**src/rtl/led_pwm_pkg.sv**
```systemverilog
// Shared register map and channel mode encoding for the LED PWM peripheral.
package led_pwm_pkg;

  typedef enum logic {
    MODE_DIRECT = 1'b0,
    MODE_PWM    = 1'b1
  } led_mode_e;

  // Word offsets (addr[7:2]); byte addresses are 0x00, 0x04, 0x08, 0x10+4*i
  localparam logic [5:0] OFF_OUT      = 6'h00;
  localparam logic [5:0] OFF_MODE     = 6'h01;
  localparam logic [5:0] OFF_PRESCALE = 6'h02;
  localparam logic [5:0] OFF_DUTY0    = 6'h04;

  function automatic logic [31:0] be_mask(input logic [3:0] be);
    logic [31:0] m;
    for (int k = 0; k < 4; k++) m[8*k +: 8] = {8{be[k]}};
    return m;
  endfunction

endpackage

```
**src/rtl/led_pwm_timebase.sv**
```systemverilog
// Prescaler plus free-running PWM period counter; wrap marks the start of a period.
module led_pwm_timebase #(
  parameter int PwmWidth = 8
) (
  input  logic                clk_i,
  input  logic                rst_ni,
  input  logic [15:0]         prescale_i,
  input  logic                clr_i,
  output logic                tick_o,
  output logic                wrap_o,
  output logic [PwmWidth-1:0] period_o
);

  logic [15:0]         presc_q;
  logic [PwmWidth-1:0] period_q;

  assign tick_o   = (presc_q == prescale_i);
  assign wrap_o   = tick_o && (period_q == '1);
  assign period_o = period_q;

  always_ff @(posedge clk_i or negedge rst_ni) begin
    if (!rst_ni) begin
      presc_q  <= '0;
      period_q <= '0;
    end else begin
      // A PRESCALE write restarts the prescaler so it never sits above the new limit
      if (clr_i || tick_o) presc_q <= '0;
      else                 presc_q <= presc_q + 16'd1;
      if (tick_o) period_q <= period_q + 1'b1;
    end
  end

endmodule

```
**src/rtl/led_pwm_periph.sv**
```systemverilog
// LED driver peripheral: OUT levels always; MODE/PRESCALE/DUTY PWM engine only
// when LED_PWM_PERIPH_PWM_EN is defined.
module led_pwm_periph
  import led_pwm_pkg::*;
#(
  parameter int NumLeds  = 4,
  parameter int PwmWidth = 8
) (
  input  logic               clk_i,
  input  logic               rst_ni,
  input  logic               req_i,
  input  logic               we_i,
  input  logic [3:0]         be_i,
  input  logic [31:0]        addr_i,
  input  logic [31:0]        wdata_i,
  output logic               gnt_o,
  output logic               rvalid_o,
  output logic               err_o,
  output logic [31:0]        rdata_o,
  output logic [NumLeds-1:0] led_o
);

  logic [5:0]         off;
  logic               hit;
  logic               wr_en;
  logic [31:0]        rd_val;
  logic [31:0]        wr_word;
  logic [NumLeds-1:0] out_q;
  logic [NumLeds-1:0] led_d;
  logic [NumLeds-1:0] led_q;
  logic               rvalid_q;
  logic               err_q;
  logic [31:0]        rdata_q;
  logic               unused_bits;

  assign off   = addr_i[7:2];
  assign gnt_o = req_i;
  assign wr_en = req_i & we_i & hit;
  // rd_val is the addressed register's current value, so merging lanes over it
  // yields the byte-enabled write result for whichever register is selected
  assign wr_word = (rd_val & ~be_mask(be_i)) | (wdata_i & be_mask(be_i));
  assign unused_bits = ^{addr_i[31:8], addr_i[1:0], wr_word};

`ifdef LED_PWM_PERIPH_PWM_EN
  logic [NumLeds-1:0]               mode_q;
  logic [15:0]                      prescale_q;
  logic [NumLeds-1:0][PwmWidth-1:0] duty_q;
  logic [NumLeds-1:0][PwmWidth-1:0] shadow_q;
  logic                             tick;
  logic                             wrap;
  logic [PwmWidth-1:0]              period;
  logic                             presc_wr;
  logic                             unused_tick;

  assign presc_wr    = wr_en && (off == OFF_PRESCALE);
  assign unused_tick = tick;
`endif

  always_comb begin
    hit    = 1'b0;
    rd_val = '0;
    if (off == OFF_OUT) begin
      hit    = 1'b1;
      rd_val = 32'(out_q);
    end
`ifdef LED_PWM_PERIPH_PWM_EN
    if (off == OFF_MODE) begin
      hit    = 1'b1;
      rd_val = 32'(mode_q);
    end
    if (off == OFF_PRESCALE) begin
      hit    = 1'b1;
      rd_val = 32'(prescale_q);
    end
    for (int i = 0; i < NumLeds; i++) begin
      if (off == OFF_DUTY0 + 6'(i)) begin
        hit    = 1'b1;
        rd_val = 32'(duty_q[i]);
      end
    end
`endif
  end

  always_ff @(posedge clk_i or negedge rst_ni) begin
    if (!rst_ni) out_q <= '0;
    else if (wr_en && (off == OFF_OUT)) out_q <= wr_word[NumLeds-1:0];
  end

`ifdef LED_PWM_PERIPH_PWM_EN
  always_ff @(posedge clk_i or negedge rst_ni) begin
    if (!rst_ni) begin
      mode_q     <= '0;
      prescale_q <= '0;
      duty_q     <= '0;
      shadow_q   <= '0;
    end else begin
      if (wr_en && (off == OFF_MODE)) mode_q <= wr_word[NumLeds-1:0];
      if (presc_wr) prescale_q <= wr_word[15:0];
      for (int i = 0; i < NumLeds; i++)
        if (wr_en && (off == OFF_DUTY0 + 6'(i))) duty_q[i] <= wr_word[PwmWidth-1:0];
      // Duty changes only take effect on a period boundary to avoid glitched pulses
      if (wrap) shadow_q <= duty_q;
    end
  end

  led_pwm_timebase #(.PwmWidth(PwmWidth)) u_timebase (
    .clk_i     (clk_i),
    .rst_ni    (rst_ni),
    .prescale_i(prescale_q),
    .clr_i     (presc_wr),
    .tick_o    (tick),
    .wrap_o    (wrap),
    .period_o  (period)
  );

  for (genvar i = 0; i < NumLeds; i++) begin : g_ch
    assign led_d[i] = (led_mode_e'(mode_q[i]) == MODE_PWM) ? (period < shadow_q[i]) : out_q[i];
  end
`else
  logic [PwmWidth-1:0] unused_pwm_w;
  logic                unused_pwm_cfg;

  // PWM-only configuration stays referenced so both builds share one source
  assign unused_pwm_w   = '0;
  assign unused_pwm_cfg = ^{OFF_MODE, OFF_PRESCALE, OFF_DUTY0, MODE_PWM, unused_pwm_w};
  assign led_d          = out_q;
`endif

  always_ff @(posedge clk_i or negedge rst_ni) begin
    if (!rst_ni) begin
      rvalid_q <= 1'b0;
      err_q    <= 1'b0;
      rdata_q  <= '0;
      led_q    <= '0;
    end else begin
      rvalid_q <= req_i;
      err_q    <= req_i & ~hit;
      rdata_q  <= (req_i && !we_i && hit) ? rd_val : '0;
      led_q    <= led_d;
    end
  end

  assign rvalid_o = rvalid_q;
  assign err_o    = err_q;
  assign rdata_o  = rdata_q;
  assign led_o    = led_q;

endmodule

```
**config.mk**
```make
export PLATFORM = sky130hd
export DESIGN_NAME = led_pwm_periph
export DESIGN_NICKNAME = d
export VERILOG_FILES = /design/src/rtl/led_pwm_pkg.sv /design/src/rtl/led_pwm_timebase.sv /design/src/rtl/led_pwm_periph.sv
export SDC_FILE = /design/constraint.sdc
export NUM_CORES = 1
export LEC_CHECK = 0
export ABC_AREA = 0
export CAP_MARGIN = 10
export CORE_ASPECT_RATIO = 0.75
export CORE_MARGIN = 2
export CORE_UTILIZATION = 24
export CTS_CLUSTER_DIAMETER = 50
export CTS_CLUSTER_SIZE = 16
export DETAILED_ROUTE_END_ITERATION = 10
export GPL_TIMING_DRIVEN = 1
export PLACE_DENSITY = 0.85
export SYNTH_ARGS = -nofsm -noshare
export SYNTH_HDL_FRONTEND = slang
export SYNTH_SLANG_ARGS = --single-unit
```
**constraint.sdc**
```tcl
create_clock -name clk_i -period 1.3 [get_ports clk_i]
set_input_delay 0.13 -clock clk_i [delete_from_list [all_inputs] [get_ports clk_i]]
set_output_delay 0.13 -clock clk_i [all_outputs]
set_load 0.01 [all_outputs]
```
==> results.md <==
- Outcome: complete, no violations
- Crit Path Class: in2reg
- TritonCTS clock tree: built
- Post-route non-filler standard cell count: 127
- P_leak: 0.000513 uW
- Row cnt: 17
- Vias/cell: 3.38
- Ranking of synthesized cells by area: dfrtp_1, buf_4, mux2_1
- Yosys cell types: 13
- Final Cycle Share: 0.965
- Largest net degree at the start of global routing: 15
- Area of the core: 2890 sq um
- Worst slew margin: 0.618
- Num CTS Buffers: 3
- Initial Util: 0.246
- Die area: 3420 sq um
- Antenna violations before repair: 0
- Asr flop ratio synth: 1.00
- Most common cell in the netlist: buf_4
- Final WL: 1100 um
- Synth Cell Area: 712 sq um
- Max clock buf depth: 2
- Power per Cell Area: a little over 1000 nW/um^2
- Max Fclk: roughly 800 MHz
- YS warnings: 0
- Die Width: around 67 um
- Root Driver: clkbuf_8
- Max_cap viols: 0
- Avg Cell Area, Syn: 12.1 sq um
- DRT iter0 DRCs: 14
- Port-buffer cells: 25
- Complex-gate fraction of the synthesized area: 0
- Routed Antenna Nets: 0
- VDD IR max: 326 uV
- Post-Synth Adder-Cell Area: 0
- Drt pass-1 iters: 2
- Via Count: between 400 and 500
- WL/cell: 8.69 um
- Slowest cell on crit path: clkdlybuf4s50_1
- # IOs: 111
- Multi-input logic area: ~260 sq um
- GRT overflow: 0
- ANT cells: 0
- First-pass GRT wire length: 1590 um
- Fill count: around 290
- Gr usage total: 0.0655
- Post-synthesis register bit count: 14
- Worst-Skew Late Latency: 0.24 ns
- Clock-pin slew on the worst setup and hold paths: 0.05 ns
- Layout cells sized above 1: 0.169
- Post-Synth XOR/XNOR Area: 0
- Die height: a little over 50 um
- Crit-path cells: clkdlybuf4s50_1, and3_1, nand3_2, mux2_4
- H-tree levels: 1
- Sequential element share of the synthesized area: 0.492
- CP peak stage delay: roughly 0.55 ns
- Setup violations, final: 0
- Clock Skew: 0.000422 ns
- Mux cell area share after synthesis: 0.0633
- Worst hold path class: in2async
- Tightest Pin Transition: 0.571 ns
- CP Capture Type: register
- DP Cell Count: 122
- Syn-to-layout area delta: 39.0%
- Clock Sinks: 14
- Register area: 350 sq um
- Min Tclk post-route: around 1.3 ns
- Vias in the first global route: 380
- Post-synthesis simple-gate area fraction: 0.134
- Post-synth top cells: buf_4, dfrtp_1, mux2_1
- Yosys top cell by area: dfrtp_1
- Synth Instances: 59
- Finished Core Util: 0.342
- Nets: 162
- Pins Over Slew Limit: 0
- Critical Path RT: between 1 and 1.5 ns
- Startpoint Class: input pin
- Largest family of logic cells by synthesized area: buffers and inverters
- Share of the synthesized area in the top cell type: 0.492
- Crit path DAT: 1.38 ns
- Post-synth top flop: dfrtp_1
- Residual DRC: 0
- Final Hold Viols: 0
- Crit Path Max Fanout: 6
- Detailed Place HPWL: 861 um
- Unrepaired setup endpoints after global routing: no
- EDFF count, synth: 0
- Routability cong.: 0.717
==> final timing paths <==
kind,slack (ns),endpoint,depth (start not counted),from
min in group clk_i,0.40,led_o[3]$_DFF_PN0_,0,led_d[3]$_DFFE_PN0P_
max,0.04,led_d[3]$_DFFE_PN0P_,4,req_i
max reg2reg,0.54,led_d[0]$_DFFE_PN0P_,1,led_d[0]$_DFFE_PN0P_
min,0.26,led_o[0]$_DFF_PN0_,1,rst_ni
max in group asynchronous,0.67,rdata_o[2]$_DFF_PN0_,1,rst_ni
min reg2reg,0.40,led_o[3]$_DFF_PN0_,0,led_d[3]$_DFFE_PN0P_
==> registers in the layout, indices dropped and copies added (netlist names) <==
name	cells
rvalid_o	1
err_o	1
led_o	4
led_d	4
rdata_o	4
==> layout make-up <==
cell class                      instances  area share
Timing Repair Buffer                   28       0.279
Multi-Input combinational cell         43       0.263
Sequential cell                        14       0.354
Clock buffer                            4      0.0556
Tap cell                               38      0.0480
==> logic make-up (layout without fill, tap and decap cells) <==
kind of cell,after synthesis,in the layout
other,1,28
multiplexers,4,4
buffers and inverters,29,32
AND/OR/NAND/NOR,11,11
flip-flops,14,14
==> routing by layer <==
layer,track usage,vias up,part of all wire
met5,0,-,0
met2,0.122,29,0.55
met1,0.0574,202,0.31
li1,-,192,-
met3,0.0132,6,0.10
met4,0.0646,0,0.038
==> power breakdown <==
part	internal, uW	switching, uW
registers	451	6.54
clock network	268	140
logic	69.2	70.5
total	788	217
==> placed cells by master (no fill, tap or decap), types with 2 or more instances in the layout <==
cell type / count
clkbuf_8: 4
dfrtp_1: 14
mux2_4: 4
conb_1: 28
clkdlybuf4s50_1: 22
dlymetal6s2s_1: 2
and2_1: 3
buf_4: 3
==> critical path, delay by kind of cell <==
kind	cells	cell delay (ns)
and+or+nand+nor	2	0.36
buffers and inverters	1	0.55
muxes	1	0.34
==> through the flow <==
step	cell area (sq um)	power (uW)	setup TNS [ns]	hold WS, ns	setup slack (ns)
3_5_place_dp	908	600	-1.58	0.383	-0.283
2_1_floorplan	813	581	0	-0.166	0.290
5_1_grt	990	1050	0	0.313	0.000989
4_1_cts	970	1010	0	0.272	0.0164
3_3_place_gp	908	596	-1.13	0.376	-0.214
6_report	990	1010	0	0.257	0.0449
==> timing repair <==
action / 4_1_cts / 5_1_grt
hold buffers: 0 / 0
setup endpoints to repair: 5 / 7
gates resized for setup: 1 / 6
pin swaps: 2 / 2
buffers inserted: 1 / 0
(Power assumes the default switching activity.)
